### config.mk
export PLATFORM = sky130hd
export DESIGN_NAME = sti_rx_unpack_flat
export DESIGN_NICKNAME = d
export VERILOG_FILES = /design/src/rtl/sti_rx_unpack_pkg.sv /design/src/rtl/sti_rx_unpack_if.sv /design/src/rtl/sti_byte_writer.sv /design/src/rtl/sti_rx_unpack.sv /design/src/flat_wrapper.sv
export SDC_FILE = /design/constraint.sdc
export NUM_CORES = 1
export LEC_CHECK = 0
export BUFFER_PORTS_ARGS = -buffer_cell sky130_fd_sc_hd__buf_2
export CAP_MARGIN = 10
export CORE_ASPECT_RATIO = 0.8
export CORE_MARGIN = 2
export CORE_UTILIZATION = 25
export CTS_CLUSTER_SIZE = 8
export DETAILED_ROUTE_END_ITERATION = 16
export PLACE_DENSITY = 0.45
export SLEW_MARGIN = 20
export SYNTH_ARGS = -nofsm -noshare
export SYNTH_HDL_FRONTEND = slang
export SYNTH_HIERARCHICAL = 1
export SYNTH_SLANG_ARGS = --single-unit
### constraint.sdc
create_clock -name clk -period 3.8 [get_ports clk]
set_input_delay 0.76 -clock clk [delete_from_list [all_inputs] [get_ports clk]]
set_output_delay 0.76 -clock clk [all_outputs]
set_load 0.005 [all_outputs]
### src/rtl/sti_rx_unpack_pkg.sv
// Shared definitions for the serial receive/unpack block: frame length codes,
// code-to-bit-count mapping and FSM state encoding.
package sti_rx_unpack_pkg;

  localparam logic [1:0] LEN8  = 2'd0;
  localparam logic [1:0] LEN16 = 2'd1;
  localparam logic [1:0] LEN24 = 2'd2;
  localparam logic [1:0] LEN32 = 2'd3;

  typedef enum logic [1:0] {
    S_IDLE  = 2'd0,
    S_SHIFT = 2'd1,
    S_DRAIN = 2'd2
  } state_e;

  // 0->8, 1->16, 2->24, 3->32
  function automatic logic [5:0] len_bits(input logic [1:0] code);
    return {1'b0, code, 3'b000} + 6'd8;
  endfunction

endpackage

### src/rtl/sti_rx_unpack_if.sv
// Bus bundle of the unpacker: serial input stream, config, word result and
// the pixel-memory write port.
interface sti_rx_unpack_if #(parameter int ADDR_W = 8);
  // so_valid is a valid-only stream: every cycle with so_valid=1 carries one
  // bit that the receiver always takes (there is no ready); a frame is a
  // contiguous run of so_valid=1 and ends on the first so_valid=0 cycle.
  logic              so_data;
  logic              so_valid;
  logic [1:0]        cfg_length;
  logic              cfg_msb;
  logic [31:0]       rx_data;
  logic              rx_valid;
  logic              rx_err;
  logic [7:0]        frame_cnt;
  logic              mem_wr;
  logic [ADDR_W-1:0] mem_addr;
  logic [7:0]        mem_dataout;
  logic              mem_finish;

  modport master (
    output so_data, so_valid, cfg_length, cfg_msb,
    input  rx_data, rx_valid, rx_err, frame_cnt,
    input  mem_wr, mem_addr, mem_dataout, mem_finish
  );

  modport slave (
    input  so_data, so_valid, cfg_length, cfg_msb,
    output rx_data, rx_valid, rx_err, frame_cnt,
    output mem_wr, mem_addr, mem_dataout, mem_finish
  );
endinterface

### src/rtl/sti_byte_writer.sv
// Packs captured bits into bytes (first bit -> bit 7) and writes them to
// sequential addresses, stopping for good once the last address is written.
module sti_byte_writer #(
  parameter int ADDR_W = 8
) (
  input  logic              clk,
  input  logic              reset,
  input  logic              i_bit_stb,
  input  logic              i_bit,
  input  logic              i_frame_start,
  output logic              o_mem_wr,
  output logic [ADDR_W-1:0] o_mem_addr,
  output logic [7:0]        o_mem_dataout,
  output logic              o_mem_finish
);
  localparam logic [ADDR_W-1:0] LAST_ADDR = {ADDR_W{1'b1}};

  logic [2:0]        r_bcnt;
  logic [6:0]        r_hist;
  logic              r_mem_wr;
  logic [ADDR_W-1:0] r_addr;
  logic [7:0]        r_dout;
  logic              r_finish;

  // A frame start discards any partial byte left over from the previous frame.
  logic [2:0] w_cnt;
  logic [6:0] w_hist;
  logic       w_full;
  assign w_cnt  = i_frame_start ? 3'd0 : r_bcnt;
  assign w_hist = i_frame_start ? 7'd0 : r_hist;
  assign w_full = i_bit_stb && (w_cnt == 3'd7);

  always_ff @(posedge clk or posedge reset) begin
    if (reset) begin
      r_bcnt   <= '0;
      r_hist   <= '0;
      r_mem_wr <= 1'b0;
      r_addr   <= '0;
      r_dout   <= '0;
      r_finish <= 1'b0;
    end else begin
      r_mem_wr <= 1'b0;
      if (i_bit_stb) begin
        r_hist <= {w_hist[5:0], i_bit};
        r_bcnt <= w_cnt + 3'd1;
      end
      if (w_full && !r_finish) begin
        r_mem_wr <= 1'b1;
        r_dout   <= {w_hist, i_bit};
        if (r_addr == LAST_ADDR) r_finish <= 1'b1;
      end
      // Advance one edge after the strobe; the last address is never left.
      if (r_mem_wr && !r_finish) r_addr <= r_addr + 1'b1;
    end
  end

  assign o_mem_wr      = r_mem_wr;
  assign o_mem_addr    = r_addr;
  assign o_mem_dataout = r_dout;
  assign o_mem_finish  = r_finish;
endmodule

### src/rtl/sti_rx_unpack.sv
// Serial receiver: rebuilds each frame into a word of the configured length and
// bit order, flags bad bit counts and streams all captured bits to memory.
module sti_rx_unpack
  import sti_rx_unpack_pkg::*;
#(
  parameter int ADDR_W = 8
) (
  input  logic                  clk,
  input  logic                  reset,
  sti_rx_unpack_if.slave        bus,
  output state_e                o_dbg_state
);
  state_e      r_state, w_next;
  logic [5:0]  r_cnt;
  logic [5:0]  r_len;
  logic        r_msb;
  logic [31:0] r_word;
  logic [31:0] r_rx_data;
  logic        r_rx_valid;
  logic        r_rx_err;
  logic [7:0]  r_frame_cnt;

  logic w_start, w_capture, w_good, w_bad;

  always_ff @(posedge clk or posedge reset) begin
    if (reset) r_state <= S_IDLE;
    else       r_state <= w_next;
  end

  always_comb begin
    w_next = r_state;
    case (r_state)
      S_IDLE:  if (bus.so_valid) w_next = S_SHIFT;
      S_SHIFT: if (!bus.so_valid)        w_next = S_IDLE;
               else if (r_cnt == 6'd32)  w_next = S_DRAIN;
      S_DRAIN: if (!bus.so_valid) w_next = S_IDLE;
      default: w_next = S_IDLE;
    endcase
  end

  // A bit arriving with 32 already held is an overrun and is not captured.
  always_comb begin
    w_start   = 1'b0;
    w_capture = 1'b0;
    w_good    = 1'b0;
    w_bad     = 1'b0;
    case (r_state)
      S_IDLE: begin
        w_start   = bus.so_valid;
        w_capture = bus.so_valid;
      end
      S_SHIFT: begin
        w_capture = bus.so_valid && (r_cnt != 6'd32);
        w_good    = !bus.so_valid && (r_cnt == r_len);
        w_bad     = !bus.so_valid && (r_cnt != r_len);
      end
      S_DRAIN: w_bad = !bus.so_valid;
      default: ;
    endcase
  end

  always_ff @(posedge clk or posedge reset) begin
    if (reset) begin
      r_cnt       <= '0;
      r_len       <= '0;
      r_msb       <= 1'b0;
      r_word      <= '0;
      r_rx_data   <= '0;
      r_rx_valid  <= 1'b0;
      r_rx_err    <= 1'b0;
      r_frame_cnt <= '0;
    end else begin
      r_rx_valid <= w_good;
      r_rx_err   <= w_bad;
      if (w_start) begin
        r_len  <= len_bits(bus.cfg_length);
        r_msb  <= bus.cfg_msb;
        r_word <= {31'd0, bus.so_data};
        r_cnt  <= 6'd1;
      end else if (w_capture) begin
        if (r_msb) r_word <= {r_word[30:0], bus.so_data};
        else       r_word[r_cnt[4:0]] <= bus.so_data;
        r_cnt <= r_cnt + 6'd1;
      end
      if (w_good) begin
        r_rx_data   <= r_word;
        r_frame_cnt <= r_frame_cnt + 8'd1;
      end
    end
  end

  sti_byte_writer #(.ADDR_W(ADDR_W)) u_byte_writer (
    .clk           (clk),
    .reset         (reset),
    .i_bit_stb     (w_capture),
    .i_bit         (bus.so_data),
    .i_frame_start (w_start),
    .o_mem_wr      (bus.mem_wr),
    .o_mem_addr    (bus.mem_addr),
    .o_mem_dataout (bus.mem_dataout),
    .o_mem_finish  (bus.mem_finish)
  );

  assign bus.rx_data   = r_rx_data;
  assign bus.rx_valid  = r_rx_valid;
  assign bus.rx_err    = r_rx_err;
  assign bus.frame_cnt = r_frame_cnt;
  assign o_dbg_state   = r_state;
endmodule

### src/flat_wrapper.sv
// flat-port wrapper written by rule: the top's interface ports become plain ports
module sti_rx_unpack_flat import sti_rx_unpack_pkg::*;
#(
  parameter int ADDR_W = 8
)
  (clk, reset, o_dbg_state, bus_so_data, bus_so_valid, bus_cfg_length, bus_cfg_msb, bus_rx_data, bus_rx_valid, bus_rx_err, bus_frame_cnt, bus_mem_wr, bus_mem_addr, bus_mem_dataout, bus_mem_finish);
  sti_rx_unpack_if #(.ADDR_W(ADDR_W)) bus_i ();
  input  logic clk;
  input  logic reset;
  output state_e o_dbg_state;
  input wire logic [$bits(bus_i.so_data)-1:0] bus_so_data;
  input wire logic [$bits(bus_i.so_valid)-1:0] bus_so_valid;
  input wire logic [$bits(bus_i.cfg_length)-1:0] bus_cfg_length;
  input wire logic [$bits(bus_i.cfg_msb)-1:0] bus_cfg_msb;
  output wire logic [$bits(bus_i.rx_data)-1:0] bus_rx_data;
  output wire logic [$bits(bus_i.rx_valid)-1:0] bus_rx_valid;
  output wire logic [$bits(bus_i.rx_err)-1:0] bus_rx_err;
  output wire logic [$bits(bus_i.frame_cnt)-1:0] bus_frame_cnt;
  output wire logic [$bits(bus_i.mem_wr)-1:0] bus_mem_wr;
  output wire logic [$bits(bus_i.mem_addr)-1:0] bus_mem_addr;
  output wire logic [$bits(bus_i.mem_dataout)-1:0] bus_mem_dataout;
  output wire logic [$bits(bus_i.mem_finish)-1:0] bus_mem_finish;
  assign bus_i.so_data = bus_so_data;
  assign bus_i.so_valid = bus_so_valid;
  assign bus_i.cfg_length = bus_cfg_length;
  assign bus_i.cfg_msb = bus_cfg_msb;
  assign bus_rx_data = bus_i.rx_data;
  assign bus_rx_valid = bus_i.rx_valid;
  assign bus_rx_err = bus_i.rx_err;
  assign bus_frame_cnt = bus_i.frame_cnt;
  assign bus_mem_wr = bus_i.mem_wr;
  assign bus_mem_addr = bus_i.mem_addr;
  assign bus_mem_dataout = bus_i.mem_dataout;
  assign bus_mem_finish = bus_i.mem_finish;
  sti_rx_unpack #(.ADDR_W(ADDR_W)) u_core (.clk(clk), .reset(reset), .bus(bus_i), .o_dbg_state(o_dbg_state));
endmodule
## After elaboration in Yosys (flattened, before gate mapping)

Cells that the tools add are included.

- Memories kept: 0
- Memory bits (writable): 0
- Output and inout port bits: 62
- Bits in registers: 117
- Input bits: 7
- Latch bits: 0
- ROM bits: 0

- Div/mod/pow operators: 0
- $lt $le $gt $ge: 2
- Multiplexer cells: 20
- Shift operators: 0
- Reductions and logical operators: 13
- Bitwise logic cells: 0
- Add/sub/neg operators: 5
- Eq/ne operators: 11
- Multiply operators: 0

Operators with widths:

| operator | count |
|---|---|
| 32-bit 2-to-1 mux | 3 |
| 32-bit bitwise mux | 1 |
| 8-bit by 1-bit adder with 8-bit output (second input constant) | 2 |
| 6-bit 2-to-1 mux | 2 |
| 8-bit equality test (second input constant) | 1 |
| 2-bit 2-to-1 mux | 4 |
| 1-bit logical AND | 7 |
| 7-bit 2-to-1 mux | 1 |
| 5-bit by 4-bit adder with 6-bit output (second input constant) | 1 |
| 6-bit by 1-bit adder with 6-bit output (second input constant) | 1 |
| 6-bit equality test | 1 |
| 6-bit equality test (second input constant) | 1 |
| 5-bit by 6-bit less-than comparator with 1-bit output (second input constant) | 1 |
| 6-bit inequality test | 1 |
| 6-bit inequality test (second input constant) | 1 |
| 2-bit case mux with 3 select lines | 1 |
| 1-bit demux with 5-bit select | 1 |
| 5-bit by 1-bit >= comparator with 1-bit output (second input constant) | 1 |
| 1-bit 2-to-1 mux | 4 |
| 2-bit inequality test (second input constant) | 2 |
| 1-bit case mux with 2 select lines | 2 |
| 3-bit by 1-bit adder with 3-bit output (second input constant) | 1 |
| 3-bit equality test (second input constant) | 1 |
| 3-bit 2-to-1 mux | 1 |
| 8 further kinds | 9 |

## Longest topological paths before layout

- Depth after elaboration: 8
- Depth in mapped cells: 13
- Depth with buffers taken out: 10

## Hierarchy

The synthesis kept the hierarchy.

Modules (own cells, without submodules):

| module | area each (µm²) | cells an instance | instances |
|---|---|---|---|
| sti_rx_unpack | 4379.2 | 417 | 1 |
| sti_byte_writer | 1202.4 | 98 | 1 |

## Worst setup path after synthesis

OpenSTA, ideal clock, no wires.

- Kind: input to register
- Start: input bus_so_valid
- End: register u_core.u_byte_writer.r_dout[0] (netlist: u_core/u_byte_writer/o_mem_dataout[0])
- Required time: 3.675 ns
- Library setup time: 0.125 ns
- Arrival time: 2.507 ns
- Stages on the path: 10
- Buffers on the path: 3
- Setup slack: 1.169 ns
- Cell sequence: buf_2 -> nand2_1 -> clkinv_1 -> buf_2 -> buf_2 -> nor2b_1 -> ha_1 -> ha_1 -> nand3b_4 -> mux2_2

- Longest elaborated chain between the ends: 5
- Elaborated cells on any way between the ends: 7
- Classes of those cells: 1 x eq/ne; 3 x mux; 3 x reduce/logical

Ends and longest elaborated chain:

| element | line | text |
|---|---|---|
| start: declaration | flat_wrapper.sv:12 | `input wire logic [$bits(bus_i.so_valid)-1:0] bus_so_valid;` |
| 1-bit 2-to-1 mux | sti_rx_unpack.sv:47 | `case (r_state)` |
| net u_core.w_start | sti_rx_unpack.sv:23 | `logic w_start, w_capture, w_good, w_bad;` |
| 3-bit 2-to-1 mux | sti_byte_writer.sv:29 | `assign w_cnt = i_frame_start ? 3'd0 : r_bcnt;` |
| 3-bit equality test | sti_byte_writer.sv:31 | `assign w_full = i_bit_stb && (w_cnt == 3'd7);` |
| 1-bit logical AND | sti_byte_writer.sv:31 |  |
| 1-bit logical AND | sti_byte_writer.sv:47 | `if (w_full && !r_finish) begin` |
| end signal: assignment | sti_byte_writer.sv:49 | `r_dout <= {w_hist, i_bit};` |
| end: declaration | sti_byte_writer.sv:22 | `logic [7:0] r_dout;` |

The timed path passes the listed nets, and every way through them passes these cells.
A chain may end at the register's enable or synchronous reset.

## Worst setup path after layout

- Start: register u_core.r_state[1] (netlist: u_core/o_dbg_state[1])
- End: register u_core.u_byte_writer.r_dout[0] (netlist: u_core/u_byte_writer/o_mem_dataout[0])

- Longest elaborated chain between the ends: 6
- Elaborated cells on any way between the ends: 8
- Classes of those cells: 2 x eq/ne; 3 x mux; 3 x reduce/logical

Ends and longest elaborated chain:

| element | line | text |
|---|---|---|
| start: declaration | sti_rx_unpack.sv:13 | `state_e r_state, w_next;` |
| start signal: assignment | sti_rx_unpack.sv:27 | `else r_state <= w_next;` |
| 2-bit zero test | sti_rx_unpack.sv:47 |  |
| 1-bit 2-to-1 mux | sti_rx_unpack.sv:47 |  |
| 3-bit 2-to-1 mux | sti_byte_writer.sv:29 |  |
| 3-bit equality test | sti_byte_writer.sv:31 |  |
| 1-bit logical AND (*) | sti_byte_writer.sv:31 |  |
| 1-bit logical AND (*) | sti_byte_writer.sv:47 |  |

Every way passes the cells marked *; elsewhere a longest branch is shown, timed or not.

==> qor.csv <==
metric,value,unit
DP Area,6180,um2
power share of the clock group,32.2,%
Worst Path Arrival,3.05,ns
Peak VDD IR,0.278,mV
Core ar.,21700,um2
NetSw,1.78,mW
register area share after synthesis,51.1,%
nets,596,
Flop pwr share,36.7,%
RSZ-0062 raised after global routing,no,
Worst Setup End Kind,register,
CP peak stage delay,0.45,ns
Post-CTS Setup Repair Bufs,0,
GPL Wtd Cong,0.771,
Syn Area/Cell,10.8,um2
setup TNS,0,ns
HP Class,in2async,
Fin. Hold Viols,0,
synthesized instance count,515,
TritonCTS clock tree,built,
syn_nets,535,
vias in the first global route,4129,
clk_lat worst skew,0.41,ns
CTS max path bufs,2,
"Setup violations, final",0,
CP max-delay cell,clkinv_1,
switch share,35.0,%
Crit Path Max Fanout,18,
HPWL Detailed,9630,um
cells along the critical path,"inv_1, ha_1, nand2_1, clkinv_1, nor2b_1, ha_1, ha_1, nand3b_4, mux2_2",
Finished Cell Area,6790,um2
"CTS clk-pin slew, worst paths",0.05,ns
initial antenna violation count,1,
routed length per instance,16.1,um
DR vias,4144,
Main synth FF type,dfrtp_1,
Post-CTS Resized,0,
combinational power share,31.1,%
Int Pwr,3.30,mW
Synth Warn #,6,
largest net degree at the start of global routing,53,
Yosys cell types,58,
Die Y,138,um
residual DRC count,0,
"EDFF count, synth",0,
grt peak-use layer,met2,
Area growth syn-to-layout,21.6,%
GR Overflow Total,0,
count of buffers from port buffering,68,
met2 GRT Util,19.0,%
Most common cell on crit path,ha_1,
met3 global-route usage,3.59,%
Max-cap violations,0,
share of cells above drive strength 1,27.5,%
drt pass-1 iters,5,
Final Max Slew Viols,0,
Die X,171,um
post-route ant nets,0,
Pwr Density,748,nW/um2
global-route wire length before repair,23000,um
Yosys reg bits,114,
Seq. cell area,2850,um2
I/O Pins,69,
worst-margin pin slew,1.04,ns
final WL,14300,um
grt met1 use,17.7,%
CTS HTree Levels,4,
WS Path Type,reg2reg,
clk root buf,clkbuf_16,
"FFs w/ async S/R, synth",100,%
area occupied by multi-input gates,2470,um2
Die ar.,23500,um2
num rows,48,
Final min period,2.75,ns
GR Util All Layers,12.8,%
Final Skew,0.00752,ns
Worst EP required,4.10,ns
top achievable clock speed,0.364,GHz
starting density of the core,25.7,%
Iter 0 DRT Violations,270,
Post-CTS Hold Buffers,0,
CTS Sinks,114,
synthesized area,5580,um2
Leakage,3.23,nW
Slew headroom,30.9,%
TritonCTS Buffers,17,
# fillers,2286,
period utilisation layout,72.3,%
vias per std cell,4.66,
Antenna Cells,0,
status,completed,
CP Launch Type,register,
logic make-up after synthesis:
| logic type | Yosys count | synth area share, % |
|---|---|---|
| mux | 49 | 10.4 |
| fa+ha+maj | 13 | 2.91 |
| flops | 114 | 51.1 |
| compound gates | 132 | 15.4 |
| buf+inv | 57 | 4.71 |
| simple gates | 130 | 12.4 |
| xor+xnor | 20 | 3.14 |
power groups by stage:
stage	clock [mW]	combinational, mW	sequential (mW)
after global routing	1.74	1.77	1.92
final	1.64	1.58	1.86
after CTS	1.68	1.59	1.87
after floorplan	0	1.18	1.75
after global placement	0	1.56	1.87
after detailed placement	0	1.59	1.89
critical path, delay by kind of cell, from the launching register on:
| kind | cells | cell delay (ns) |
|---|---|---|
| buf+inv | 2 | 0.56 |
| simple gates | 3 | 0.72 |
| mux | 1 | 0.33 |
| flops | 1 | 0.36 |
| fa+ha+maj | 3 | 0.65 |
cells in the final DEF, fill, tap and decap left out, types with 3 or more instances in the layout:
master | Yosys | layout
dfrtp_1 | 114 | 114
nor2_1 | 29 | 29
xor2_1 | 7 | 7
and3_1 | 5 | 5
clkbuf_8 | 0 | 3
nand3_1 | 8 | 8
o31ai_1 | 13 | 13
mux2_2 | 37 | 37
nor3b_1 | 5 | 5
inv_1 | 22 | 20
nand3b_1 | 6 | 6
nand4_1 | 10 | 10
mux2_4 | 8 | 8
o2bb2a_1 | 6 | 6
buf_4 | 2 | 7
a22oi_1 | 4 | 4
o41ai_1 | 4 | 4
xnor2_1 | 13 | 13
o22a_1 | 5 | 5
clkinv_2 | 0 | 4
nor2b_1 | 4 | 4
clkbuf_16 | 0 | 17
a221oi_1 | 4 | 4
o21ai_0 | 42 | 42
o31a_1 | 3 | 3
or3_1 | 4 | 4
and3b_1 | 3 | 3
buf_2 | 15 | 68
bufinv_16 | 0 | 3
clkbuf_1 | 11 | 3
a21oi_1 | 34 | 34
nand2_1 | 43 | 43
ha_1 | 13 | 13
area by class of cell:
| type | instances | area share, % |
|---|---|---|
| Inverter | 24 | 1.35 |
| Clock inverter | 9 | 1.90 |
| Sequential cell | 114 | 42.0 |
| Tap cell | 300 | 5.53 |
| Timing Repair Buffer | 75 | 5.79 |
| Multi-Input combinational cell | 344 | 36.3 |
| Clock buffer | 23 | 7.04 |
synth_stat cells (10+ instances only):
library cell,number,area share [%]
a21oi_1,34,3.0
o31ai_1,13,1.7
mux2_2,37,7.5
inv_1,22,1.5
xnor2_1,13,2.0
o21ai_0,42,3.8
clkbuf_1,11,0.74
nand4_1,10,1.1
ha_1,13,2.9
dfrtp_1,114,51
buf_2,15,1.3
nand2_1,43,2.9
nor2_1,29,2.0
routing by layer:
layer  wire length (um)  share of wire, %
met1               7000                49
met2               6320                44
met3                786               5.5
met4                200               1.4
met5                  7             0.049
path summary, 6_finish.rpt:
path / from / endpoint / slack, ns / cells past startpoint
worst max register to register: u_core/o_dbg_state[1] / u_core/u_byte_writer/o_mem_dataout[0] / 1.05 / 9
min in group clk: u_core/bus.frame_cnt[7] / u_core/bus.frame_cnt[7] / 0.46 / 1
worst max-delay path: u_core/o_dbg_state[1] / u_core/u_byte_writer/o_mem_dataout[0] / 1.05 / 9
max in group asynchronous: reset / u_core/bus.rx_data[8] / 2.54 / 3
worst min-delay path: reset / u_core/u_byte_writer/o_mem_dataout[1] / 0.43 / 2
worst min register to register: u_core/bus.frame_cnt[7] / u_core/bus.frame_cnt[7] / 0.46 / 1
registers in the layout (all words and copies together), names as in the netlist, 3 cells and up:
name and flops:
u_core/u_byte_writer/o_mem_addr 8, u_core/r_word 32, u_core/u_byte_writer/o_mem_dataout 8, u_core/u_byte_writer/r_bcnt 3, u_core/bus.frame_cnt 8, u_core/r_cnt 6, u_core/u_byte_writer/r_hist 7, u_core/r_len 3
u_core/bus.rx_data 32
stage by stage:
stage / total power, mW / util, % / instances / setup slack, ns / hold slack, ns
2_1_floorplan: 2.93 / - / 515 / 0.818 / 0.465
3_3_place_gp: 3.43 / 28.4 / 857 / 0.940 / 0.453
3_5_place_dp: 3.47 / 28.4 / 857 / 0.848 / 0.465
4_1_cts: 5.14 / 31.2 / 889 / 1.01 / 0.472
5_1_grt: 5.44 / 31.2 / 889 / 0.691 / 0.483
6_report: 5.08 / 31.2 / 889 / 1.05 / 0.435
No activity file was read; power rests on OpenSTA's default activity.
